==> src/rtl/bellek_erisim_birimi_pkg.sv <==
// Shared constants for the load/store unit: access size codes, FSM states
// and the alignment rule used when an operation is accepted.
package bellek_erisim_birimi_pkg;

    localparam logic [1:0] BOYUT_BAYT   = 2'b00;
    localparam logic [1:0] BOYUT_YARIM  = 2'b01;
    localparam logic [1:0] BOYUT_KELIME = 2'b10;

    typedef enum logic [2:0] {
        BOSTA     = 3'd0,
        OKU_ISTEK = 3'd1,
        OKU_BEKLE = 3'd2,
        YAZ_ISTEK = 3'd3,
        SONUC     = 3'd4
    } durum_t;

    // Reserved size code 2'b11 follows the word rule.
    function automatic logic hizasiz_mi(input logic [1:0] boyut, input logic [1:0] adres_alt);
        logic sonuc_s;
        case (boyut)
            BOYUT_BAYT:  sonuc_s = 1'b0;
            BOYUT_YARIM: sonuc_s = adres_alt[0];
            default:     sonuc_s = (adres_alt != 2'b00);
        endcase
        return sonuc_s;
    endfunction

endpackage

==> src/rtl/bellek_erisim_birimi_bayt_hizalayici.sv <==
// Combinational byte-lane logic: extracts and extends a load value from a read
// word, and merges sub-word store data into a read word.
module bayt_hizalayici
    import bellek_erisim_birimi_pkg::*;
#(
    parameter int VERI_BIT = 32
) (
    input  logic [1:0]          bayt_sec,
    input  logic [1:0]          boyut,
    input  logic                isaretsiz,
    input  logic [VERI_BIT-1:0] okunan_kelime,
    input  logic [VERI_BIT-1:0] yazilacak_veri,
    output logic [VERI_BIT-1:0] cikarilan_veri,
    output logic [VERI_BIT-1:0] birlesik_kelime
);

    logic [4:0]          kaydirma_s;
    logic [VERI_BIT-1:0] kaydirilmis_s;
    logic [VERI_BIT-1:0] serit_maske_s;
    logic [VERI_BIT-1:0] yeni_veri_s;

    assign kaydirma_s    = {bayt_sec, 3'b000};
    assign kaydirilmis_s = okunan_kelime >> kaydirma_s;
    assign yeni_veri_s   = yazilacak_veri << kaydirma_s;

    // Load extraction: lane already shifted down, extend by size and sign.
    always_comb begin
        cikarilan_veri = kaydirilmis_s;
        case (boyut)
            BOYUT_BAYT:  cikarilan_veri = {{24{~isaretsiz & kaydirilmis_s[7]}}, kaydirilmis_s[7:0]};
            BOYUT_YARIM: cikarilan_veri = {{16{~isaretsiz & kaydirilmis_s[15]}}, kaydirilmis_s[15:0]};
            default:     cikarilan_veri = kaydirilmis_s;
        endcase
    end

    // Store merge: lane mask selects which bytes come from the new data.
    always_comb begin
        serit_maske_s = 32'hFFFF_FFFF;
        case (boyut)
            BOYUT_BAYT:  serit_maske_s = 32'h0000_00FF << kaydirma_s;
            BOYUT_YARIM: serit_maske_s = 32'h0000_FFFF << kaydirma_s;
            default:     serit_maske_s = 32'hFFFF_FFFF;
        endcase
    end

    assign birlesik_kelime = (okunan_kelime & ~serit_maske_s) | (yeni_veri_s & serit_maske_s);

endmodule

==> src/rtl/bellek_erisim_birimi.sv <==
// Load/store unit: turns byte/half/word operations into word-aligned L1
// requests, with read-modify-write for sub-word stores.
module bellek_erisim_birimi
    import bellek_erisim_birimi_pkg::*;
#(
    parameter int ADRES_BIT = 32,
    parameter int VERI_BIT  = 32
) (
    input  logic                 clk_i,
    input  logic                 rst_i,
    input  logic                 islem_gecerli_i,
    output logic                 islem_hazir_o,
    input  logic [ADRES_BIT-1:0] islem_adres_i,
    input  logic                 islem_yaz_i,
    input  logic [1:0]           islem_boyut_i,
    input  logic                 islem_isaretsiz_i,
    input  logic [VERI_BIT-1:0]  islem_veri_i,
    output logic [VERI_BIT-1:0]  sonuc_veri_o,
    output logic                 sonuc_hata_o,
    output logic                 sonuc_gecerli_o,
    input  logic                 sonuc_hazir_i,
    output logic [ADRES_BIT-1:0] port_istek_adres_o,
    output logic                 port_istek_gecerli_o,
    output logic                 port_istek_yaz_o,
    output logic [VERI_BIT-1:0]  port_istek_veri_o,
    input  logic                 port_istek_hazir_i,
    input  logic [VERI_BIT-1:0]  port_veri_i,
    input  logic                 port_veri_gecerli_i,
    output logic                 port_veri_hazir_o
);

    durum_t               durum_r, durum_d;
    logic                 islem_hazir_r, islem_hazir_d;
    logic                 sonuc_gecerli_r, sonuc_gecerli_d;
    logic [VERI_BIT-1:0]  sonuc_veri_r, sonuc_veri_d;
    logic                 sonuc_hata_r, sonuc_hata_d;
    logic                 istek_gecerli_r, istek_gecerli_d;
    logic                 istek_yaz_r, istek_yaz_d;
    logic [ADRES_BIT-1:0] istek_adres_r, istek_adres_d;
    logic [VERI_BIT-1:0]  istek_veri_r, istek_veri_d;
    logic                 veri_hazir_r, veri_hazir_d;
    logic [1:0]           bayt_sec_r, bayt_sec_d;
    logic [1:0]           boyut_r, boyut_d;
    logic                 isaretsiz_r, isaretsiz_d;
    logic                 yaz_r, yaz_d;
    logic [VERI_BIT-1:0]  veri_r, veri_d;
    logic [VERI_BIT-1:0]  cikarilan_s;
    logic [VERI_BIT-1:0]  birlesik_s;

    bayt_hizalayici #(.VERI_BIT(VERI_BIT)) u_hizalayici (
        .bayt_sec        (bayt_sec_r),
        .boyut           (boyut_r),
        .isaretsiz       (isaretsiz_r),
        .okunan_kelime   (port_veri_i),
        .yazilacak_veri  (veri_r),
        .cikarilan_veri  (cikarilan_s),
        .birlesik_kelime (birlesik_s)
    );

    // Next-state and next-output logic; every output is registered below.
    always_comb begin
        durum_d         = durum_r;
        islem_hazir_d   = islem_hazir_r;
        sonuc_gecerli_d = sonuc_gecerli_r;
        sonuc_veri_d    = sonuc_veri_r;
        sonuc_hata_d    = sonuc_hata_r;
        istek_gecerli_d = istek_gecerli_r;
        istek_yaz_d     = istek_yaz_r;
        istek_adres_d   = istek_adres_r;
        istek_veri_d    = istek_veri_r;
        veri_hazir_d    = veri_hazir_r;
        bayt_sec_d      = bayt_sec_r;
        boyut_d         = boyut_r;
        isaretsiz_d     = isaretsiz_r;
        yaz_d           = yaz_r;
        veri_d          = veri_r;
        case (durum_r)
            BOSTA: begin
                if (islem_gecerli_i) begin
                    bayt_sec_d    = islem_adres_i[1:0];
                    boyut_d       = islem_boyut_i;
                    isaretsiz_d   = islem_isaretsiz_i;
                    yaz_d         = islem_yaz_i;
                    veri_d        = islem_veri_i;
                    islem_hazir_d = 1'b0;
                    if (hizasiz_mi(islem_boyut_i, islem_adres_i[1:0])) begin
                        durum_d         = SONUC;
                        sonuc_gecerli_d = 1'b1;
                        sonuc_hata_d    = 1'b1;
                        sonuc_veri_d    = '0;
                    end else begin
                        istek_adres_d   = {islem_adres_i[ADRES_BIT-1:2], 2'b00};
                        istek_gecerli_d = 1'b1;
                        // Sub-word stores must read the word first: the L1 port has no byte mask.
                        if (!islem_yaz_i || (islem_boyut_i == BOYUT_BAYT) || (islem_boyut_i == BOYUT_YARIM)) begin
                            durum_d      = OKU_ISTEK;
                            istek_yaz_d  = 1'b0;
                            istek_veri_d = '0;
                        end else begin
                            durum_d      = YAZ_ISTEK;
                            istek_yaz_d  = 1'b1;
                            istek_veri_d = islem_veri_i;
                        end
                    end
                end else begin
                    durum_d = BOSTA;
                end
            end
            OKU_ISTEK: begin
                if (port_istek_hazir_i) begin
                    durum_d         = OKU_BEKLE;
                    istek_gecerli_d = 1'b0;
                    veri_hazir_d    = 1'b1;
                end else begin
                    durum_d = OKU_ISTEK;
                end
            end
            OKU_BEKLE: begin
                if (port_veri_gecerli_i) begin
                    veri_hazir_d = 1'b0;
                    if (yaz_r) begin
                        durum_d         = YAZ_ISTEK;
                        istek_gecerli_d = 1'b1;
                        istek_yaz_d     = 1'b1;
                        istek_veri_d    = birlesik_s;
                    end else begin
                        durum_d         = SONUC;
                        sonuc_gecerli_d = 1'b1;
                        sonuc_hata_d    = 1'b0;
                        sonuc_veri_d    = cikarilan_s;
                    end
                end else begin
                    durum_d = OKU_BEKLE;
                end
            end
            YAZ_ISTEK: begin
                if (port_istek_hazir_i) begin
                    durum_d         = SONUC;
                    istek_gecerli_d = 1'b0;
                    istek_yaz_d     = 1'b0;
                    sonuc_gecerli_d = 1'b1;
                    sonuc_hata_d    = 1'b0;
                    sonuc_veri_d    = '0;
                end else begin
                    durum_d = YAZ_ISTEK;
                end
            end
            SONUC: begin
                if (sonuc_hazir_i) begin
                    durum_d         = BOSTA;
                    sonuc_gecerli_d = 1'b0;
                    sonuc_hata_d    = 1'b0;
                    sonuc_veri_d    = '0;
                    islem_hazir_d   = 1'b1;
                end else begin
                    durum_d = SONUC;
                end
            end
            default: begin
                durum_d         = BOSTA;
                islem_hazir_d   = 1'b1;
                sonuc_gecerli_d = 1'b0;
                sonuc_hata_d    = 1'b0;
                sonuc_veri_d    = '0;
                istek_gecerli_d = 1'b0;
                istek_yaz_d     = 1'b0;
                veri_hazir_d    = 1'b0;
            end
        endcase
    end

    // State and output registers; reset abandons any in-flight transaction.
    always_ff @(posedge clk_i or posedge rst_i) begin
        if (rst_i) begin
            durum_r         <= BOSTA;
            islem_hazir_r   <= 1'b1;
            sonuc_gecerli_r <= 1'b0;
            sonuc_veri_r    <= '0;
            sonuc_hata_r    <= 1'b0;
            istek_gecerli_r <= 1'b0;
            istek_yaz_r     <= 1'b0;
            istek_adres_r   <= '0;
            istek_veri_r    <= '0;
            veri_hazir_r    <= 1'b0;
            bayt_sec_r      <= 2'b00;
            boyut_r         <= 2'b00;
            isaretsiz_r     <= 1'b0;
            yaz_r           <= 1'b0;
            veri_r          <= '0;
        end else begin
            durum_r         <= durum_d;
            islem_hazir_r   <= islem_hazir_d;
            sonuc_gecerli_r <= sonuc_gecerli_d;
            sonuc_veri_r    <= sonuc_veri_d;
            sonuc_hata_r    <= sonuc_hata_d;
            istek_gecerli_r <= istek_gecerli_d;
            istek_yaz_r     <= istek_yaz_d;
            istek_adres_r   <= istek_adres_d;
            istek_veri_r    <= istek_veri_d;
            veri_hazir_r    <= veri_hazir_d;
            bayt_sec_r      <= bayt_sec_d;
            boyut_r         <= boyut_d;
            isaretsiz_r     <= isaretsiz_d;
            yaz_r           <= yaz_d;
            veri_r          <= veri_d;
        end
    end

    assign islem_hazir_o        = islem_hazir_r;
    assign sonuc_gecerli_o      = sonuc_gecerli_r;
    assign sonuc_veri_o         = sonuc_veri_r;
    assign sonuc_hata_o         = sonuc_hata_r;
    assign port_istek_gecerli_o = istek_gecerli_r;
    assign port_istek_yaz_o     = istek_yaz_r;
    assign port_istek_adres_o   = istek_adres_r;
    assign port_istek_veri_o    = istek_veri_r;
    assign port_veri_hazir_o    = veri_hazir_r;

endmodule

==> config.mk <==
export PLATFORM = sky130hd
export DESIGN_NAME = bellek_erisim_birimi
export DESIGN_NICKNAME = d
export VERILOG_FILES = /design/src/rtl/bellek_erisim_birimi_pkg.sv /design/src/rtl/bellek_erisim_birimi_bayt_hizalayici.sv /design/src/rtl/bellek_erisim_birimi.sv
export SDC_FILE = /design/constraint.sdc
export NUM_CORES = 1
export LEC_CHECK = 0
export ABC_AREA = 1
export CORE_MARGIN = 3
export CORE_UTILIZATION = 40
export DETAILED_ROUTE_END_ITERATION = 10
export DONT_BUFFER_PORTS = 1
export PLACE_DENSITY_LB_ADDON = 0.15
export SYNTH_ARGS = -nofsm -noshare
export SYNTH_HDL_FRONTEND = slang
export SYNTH_SLANG_ARGS = --single-unit
==> constraint.sdc <==
create_clock -name clk_i -period 7.8 [get_ports clk_i]
set_clock_uncertainty 0.15 [all_clocks]
set_input_delay 1.56 -clock clk_i [delete_from_list [all_inputs] [get_ports clk_i]]
set_output_delay 1.56 -clock clk_i [all_outputs]
set_load 0.05 [all_outputs]
* Word-level counts from Yosys, hierarchy flattened *
Cells that the tools add are included.

word-level totals
  bits in registers = 141
  bits of input ports = 106
  output and inout port bits = 102
  logic and storage cells = 120

cells by class
  equality and inequality tests = 16
  shifts and indexed selects = 4
  multiplexer cells = 52
  bitwise gates (word level) = 13
  reduce and logical (&&, ||, !) cells = 20

operators by type and width
  kind                                                                    number
  32-bit two-way mux                                                      11
  32-bit one-hot mux with 2 select lines                                  3
  32-bit one-hot mux with 5 select lines                                  1
  32-bit bitwise AND                                                      2
  32-bit inverter                                                         1
  32-bit bitwise OR                                                       1
  16-bit by 5-bit << shifter with 32-bit output (first input constant)    1
  32-bit by 5-bit << shifter with 32-bit output                           1
  8-bit by 5-bit << shifter with 32-bit output (first input constant)     1
  32-bit by 5-bit >> shifter with 32-bit output                           1
  1-bit two-way mux                                                       21
  3-bit two-way mux                                                       6
  2-bit != test (second input constant)                                   9
  3-bit one-hot mux with 5 select lines                                   1
  6-bit AND reduction                                                     2
  1-bit one-hot mux with 5 select lines                                   2
  3-bit AND reduction                                                     3
  1-bit one-hot mux with 4 select lines                                   2
  1-bit inverter                                                          7
  7-bit AND reduction                                                     1
  3-bit by 2-bit equality test with 1-bit output (second input constant)  2
  1-bit one-hot mux with 3 select lines                                   2
  3-bit OR reduction                                                      2
  5-bit AND reduction                                                     1
  14 further kinds                                                        21

* Logic depth before layout (Yosys ltp) *
  word-level depth = 8
  gate-level depth with buffers = 11

* Cells and area by module *
A second synthesis with hierarchy kept.

second synthesis, totals
  cells, all modules = 1229
  area, all modules = 8440.6 µm²

modules (own cells, without submodules)
  module                times used  cells each  area an instance (µm²)  sequential area each (µm²)
  bellek_erisim_birimi  1           833         6487.5                  3529.6
  bayt_hizalayici       1           396         1953.1                  0.0

* Worst setup path before layout *
No wires, ideal clock.

  path type = input port to flip-flop
  from = input port_veri_i[31]
  to = register sonuc_veri_r[24] (netlist: sonuc_veri_o[24])
  setup time = 0.118 ns
  data arrival time = 2.397 ns
  required time = 7.532 ns
  path slack = 5.136 ns
  stages on the path = 9
  buffers on the path = 1
  cells stage by stage = inv_1 > nand2_1 > o21ai_1 > nand2_1 > nand4_2 > nand3_2 > buf_4 > nand2_1 > nand2_1

on the way
  word-level cells in the longest chain between the ends = 6

ends and longest elaborated chain
  item                                             line                                                                                    RTL
  start: declaration                               bellek_erisim_birimi.sv:27                                                              input logic [VERI_BIT-1:0] port_veri_i,
  32-bit by 5-bit >> shifter with 32-bit output *  bellek_erisim_birimi_bayt_hizalayici.sv:23                                              assign kaydirilmis_s = okunan_kelime >> kaydirma_s;
  1-bit bitwise AND (on tied branches)             bellek_erisim_birimi_bayt_hizalayici.sv:31, bellek_erisim_birimi_bayt_hizalayici.sv:30
  32-bit one-hot mux with 2 select lines *         bellek_erisim_birimi_bayt_hizalayici.sv:29                                              case (boyut)
  32-bit two-way mux *                             bellek_erisim_birimi.sv:121                                                             if (yaz_r) begin
  32-bit two-way mux *                             bellek_erisim_birimi.sv:119                                                             if (port_veri_gecerli_i) begin
  32-bit one-hot mux with 5 select lines *         bellek_erisim_birimi.sv:77                                                              case (durum_r)
  end signal: assignment                           bellek_erisim_birimi.sv:194                                                             sonuc_veri_r <= sonuc_veri_d;
  end: declaration                                 bellek_erisim_birimi.sv:35                                                              logic [VERI_BIT-1:0] sonuc_veri_r, sonuc_veri_d;

Mark *: on every way between the ends. The rest lies on a longest branch, timed or not. The select of a mux whose other input is x is not followed.
A chain may end at the register's enable or synchronous reset.

* Final worst setup path *
  from = register bayt_sec_r[0]
  to = register istek_veri_r[12] (netlist: port_istek_veri_o[12])

on the way
  word-level cells in the longest chain between the ends = 8

ends and longest elaborated chain
  item                                                                                                                  line                                                                                    RTL
  start: declaration                                                                                                    bellek_erisim_birimi.sv:42                                                              logic [1:0] bayt_sec_r, bayt_sec_d;
  start signal: assignment                                                                                              bellek_erisim_birimi.sv:201                                                             bayt_sec_r <= bayt_sec_d;
  16-bit by 5-bit << shifter with 32-bit output / 8-bit by 5-bit << shifter with 32-bit output (equally long branches)  bellek_erisim_birimi_bayt_hizalayici.sv:41, bellek_erisim_birimi_bayt_hizalayici.sv:40
  32-bit one-hot mux with 2 select lines                                                                                bellek_erisim_birimi_bayt_hizalayici.sv:39                                              case (boyut)
  32-bit inverter                                                                                                       bellek_erisim_birimi_bayt_hizalayici.sv:46                                              assign birlesik_kelime = (okunan_kelime & ~serit_maske_s) | (yeni_veri_s & serit_maske_s);
  32-bit bitwise AND                                                                                                    bellek_erisim_birimi_bayt_hizalayici.sv:46
  32-bit bitwise OR *                                                                                                   bellek_erisim_birimi_bayt_hizalayici.sv:46
  32-bit two-way mux *                                                                                                  bellek_erisim_birimi.sv:121
  32-bit two-way mux *                                                                                                  bellek_erisim_birimi.sv:119
  32-bit one-hot mux with 2 select lines *                                                                              bellek_erisim_birimi.sv:77
  end signal: assignment                                                                                                bellek_erisim_birimi.sv:199                                                             istek_veri_r <= istek_veri_d;
  end: declaration                                                                                                      bellek_erisim_birimi.sv:40                                                              logic [VERI_BIT-1:0] istek_veri_r, istek_veri_d;

Marks and branches as above.

==> summary by stage <==
Status
The run finished with clean final reports.

Synth
The Yosys step of the flow raised 0 warnings. After synthesis the cells add up to roughly 7700 sq um. The area share of the leading cell type in the synthesized netlist is a little under half. The dominant cell by count in the synthesized netlist is sky130_fd_sc_hd__nand2_1. The biggest area contributor in the post-synthesis netlist is sky130_fd_sc_hd__dfrtp_1. Counting distinct cell types in the post-synthesis netlist gives 29.

By area the synthesized netlist is led by sky130_fd_sc_hd__dfrtp_1 (46%), sky130_fd_sc_hd__nand2_1 (22%), sky130_fd_sc_hd__nand3_1 (6.5%), sky130_fd_sc_hd__mux2_2 (4.4%), sky130_fd_sc_hd__o21ai_0 (3.9%). After synthesis, the most frequently instantiated cells are sky130_fd_sc_hd__nand2_1 (450), sky130_fd_sc_hd__dfrtp_1 (140), sky130_fd_sc_hd__nand3_1 (100), sky130_fd_sc_hd__o21ai_0 (60), sky130_fd_sc_hd__inv_1 (58). The number of enable-type register cells in the synthesized netlist is 0. A synthesized cell averages approximately 7.4 sq um. Summing the sequential cell areas from Yosys gives 46.1% of the chip area.

The count of mapped cells out of synthesis is just over 1000. The total of flip-flops plus latches after synthesis is approximately 140. The fraction of synthesis flops using an asynchronous set or reset pin is 100%. The dominant register cell in the synthesized netlist is sky130_fd_sc_hd__dfrtp_1.

Floorplan
The core region is about 18000 sq um. The I/O pin total is approximately 210. The starting density of the core is a little over two fifths.

The die covers 20800 sq um. The die is approximately 140 microns tall. The number of core rows is 49.

The die is 144 microns wide.

CTS
The clock latency on the worst-skew pair is approximately 0.43 ns. The clock passes through at most 2 buffers. The TritonCTS clock tree is done. Clock tree synthesis found a total of 141 sinks. Buffers inserted during clock tree synthesis total 17. The CTS H-tree depth is 4.

The post-CTS setup buffer count is 0. The CTS root buffer is sky130_fd_sc_hd__clkbuf_16. Buffers inserted to repair hold after CTS numbered 0. The post-CTS resize count is 0. After clock tree synthesis, the clock-pin slew on the worst setup and hold paths is roughly 0.070 ns.

Placement
The half-perimeter wire length of the detailed placement result is approximately 17000 microns. During placement, the flow inserted port buffers numbering 0. The congestion estimate from routability-driven global placement came to between 0.9 and 1.

Final layout
The fraction of layout instances using a drive strength above 1 is roughly 9.3%. The post-layout utilization of the core is about 45%. The footprint of the flip-flops and latches is around 3500 sq um.

The area of the multi-input gates is 3560 sq um. Counting the fill cells in the layout gives approximately 1900. Compared with the post-synthesis result, the final layout area differs by 8.07%. The count of antenna diodes in the layout is 0.

The net count of the finished layout is approximately 1100.

Detailed routing
Wires add up to between 20000 and 25000 microns. The pre-antenna-repair detailed-routing pass consisted of 5 iterations. The first routing iteration left between 400 and 500 violations. The average routed wire per standard cell is between 15 and 20 microns.

In the routed design, unresolved DRC markers number 0. The number of vias in the routed layout is ~6600. The count of nets left with antenna violations after detail routing is 0. Using the TritonRoute via totals, the vias-per-cell ratio works out to about 5.3.

Timing
The final clock period utilization by the worst path is between 30% and 40%. The total negative slack for setup checks is 0 ns. The count of final hold-check violations was 0. Headroom to the max-slew limit came out at around a third. Derived from the worst setup path, the maximum achievable clock frequency is roughly 340 MHz. The count of final setup violators is 0. Setup repair after global routing left no endpoint under its margin. The final max-slew violation count is 0. The transition time of the tightest slew-check pin is between 0.9 and 1 ns.

The shortest period the worst path allows is slightly below 3 ns.

Hold path
Along the worst hold path, the cell count comes to 2. In this run the most critical hold path is launched from veri_r[25]. The worst hold path class is register to register. The worst hold endpoint is veri_r[25].

Worst setup path
The dominant delay contributor by cell family on the critical path is simple AND/OR/NAND/NOR gates. The startpoint type of the worst setup path is a register. For the worst setup path, the data required time is around 8.0 ns. For this run, the slowest stage of the critical path takes ~0.78 ns. The startpoint identified for the worst register-to-register timing path is bayt_sec_r[0]. The buffers plus inverters on the worst setup path is 2.

Traced cell by cell, the critical path runs through buf_4 > inv_2 > nand2_1 > nand2_1 > nand2_1 > nand2_1 > nand3_1 > nand3_1 > nand2_1. In this run the critical register-to-register path is captured at port_istek_veri_o[12]. In this design, the critical path's most frequently occurring cell is sky130_fd_sc_hd__nand2_1. The cell with the largest stage delay on the worst path is sky130_fd_sc_hd__inv_2. The worst setup path category is register to register. Data arrives at the worst endpoint at about 3.2 ns. The kind of capture point of the worst setup path is a register. The worst-path maximum fanout is 65.

In this run the register-to-register setup slack is between 4 and 5 ns. The worst-case reg-to-reg path depth is 9.

Job
The tool flagged a number of max-cap violations equal to 0.

Global routing
Entering global routing, the biggest net connects 76 pins. The wire length of the first global-routing pass is 36000 microns. In the global route stage, overall resource usage came out at roughly 22%. The via count of the first global-routing pass came to approximately 6300. Summed over all layers, the global routing overflow is 0. The initial antenna violation count was 0.

Power
IR analysis of the VDD net gives a maximum drop of 0.000266 V. The analysis attributes to cell leakage a power of ~4.3 nW. The areal power density over the cells is roughly 540 nW/um^2.
[routing by layer]
layer	up-vias	wire length, microns	track usage [%]
li1	3246	-	-
met1	3072	10200	31.5
met2	251	10500	33.6
met3	26	2380	6.85
met4	0	386	6.58
met5	-	0	0
[stage by stage]
| step | power [mW] | hold WS [ns] | area (sq um) | setup WS (ns) | std cells |
|---|---|---|---|---|---|
| floorplan | 3.31 | 0.292 | 7660 | 2.31 | 1034 |
| global placement | 3.63 | 0.308 | 7670 | 4.62 | 1209 |
| detailed placement | 3.65 | 0.313 | 7670 | 4.60 | 1209 |
| CTS | 4.50 | 0.328 | 8280 | 4.88 | 1241 |
| global route | 4.81 | 0.349 | 8280 | 4.52 | 1241 |
| finish | 4.47 | 0.328 | 8280 | 4.82 | 1241 |
[final cells by class]
class	instances	share of cell area, %
multi-input combinational	767	43.0
sequential	141	42.6
clock buffer	17	5.14
tap	229	3.46
inverter	67	3.13
clock inverter	15	2.22
timing repair buffer	5	0.453
[placed cells by master (no fill, tap or decap), types with 5 or more instances in the layout]
master,count
sky130_fd_sc_hd__o21ai_1,6
sky130_fd_sc_hd__o211ai_1,14
sky130_fd_sc_hd__inv_2,8
sky130_fd_sc_hd__mux2_2,30
sky130_fd_sc_hd__nand2_1,450
sky130_fd_sc_hd__buf_4,5
sky130_fd_sc_hd__inv_8,7
sky130_fd_sc_hd__clkbuf_16,17
sky130_fd_sc_hd__nand4_1,14
sky130_fd_sc_hd__inv_1,57
sky130_fd_sc_hd__dfrtp_1,140
sky130_fd_sc_hd__a21oi_1,36
sky130_fd_sc_hd__o21ai_0,60
sky130_fd_sc_hd__nand3_1,100
sky130_fd_sc_hd__nor2_1,35
sky130_fd_sc_hd__inv_6,5
[state kept, by name, indices dropped and copies added, names as in the netlist, 2 cells and up]
signal              flops
boyut_r                 2
bayt_sec_r              2
port_istek_adres_o     30
sonuc_veri_o           32
port_istek_veri_o      32
veri_r                 32
durum_r                 3
[worst min-delay path, stage by stage (launching register included)]
cell,delay [ns]
sky130_fd_sc_hd__dfrtp_1,0.35
sky130_fd_sc_hd__nand2_1,0.06
sky130_fd_sc_hd__nand2_1,0.05
[how the worst max path moves through the flow]
stage,from,end,slack (ns),cells after the start
floorplan,rst_i,bayt_sec_r[0],2.31,1
global placement,rst_i,sonuc_gecerli_o,4.62,2
detailed placement,rst_i,port_istek_veri_o[3],4.60,2
CTS,bayt_sec_r[0],port_istek_veri_o[12],4.88,9
global route,bayt_sec_r[0],port_istek_veri_o[10],4.52,9
finish,bayt_sec_r[0],port_istek_veri_o[12],4.82,9
[kinds of logic (layout without fill, tap and decap cells)]
| kind of cell | Yosys count | in the layout | synth area share, % |
|---|---|---|---|
| multiplexers | 30 | 30 | 4.41 |
| AO/OA/AOI/OAI | 117 | 117 | 8.12 |
| AND/OR/NAND/NOR | 618 | 618 | 33.8 |
| flip-flops | 141 | 141 | 46.1 |
| other | 1 | 2 | 0.0490 |
| buffers and inverters | 126 | 104 | 7.55 |
[power by group]
part / switching (mW) / internal, mW / total (mW)
Combinational: 1.10 / 0.505 / 1.61
Clock: 0.381 / 0.463 / 0.844
Sequential: 0.988 / 1.03 / 2.02
(Power assumes the default switching activity.)
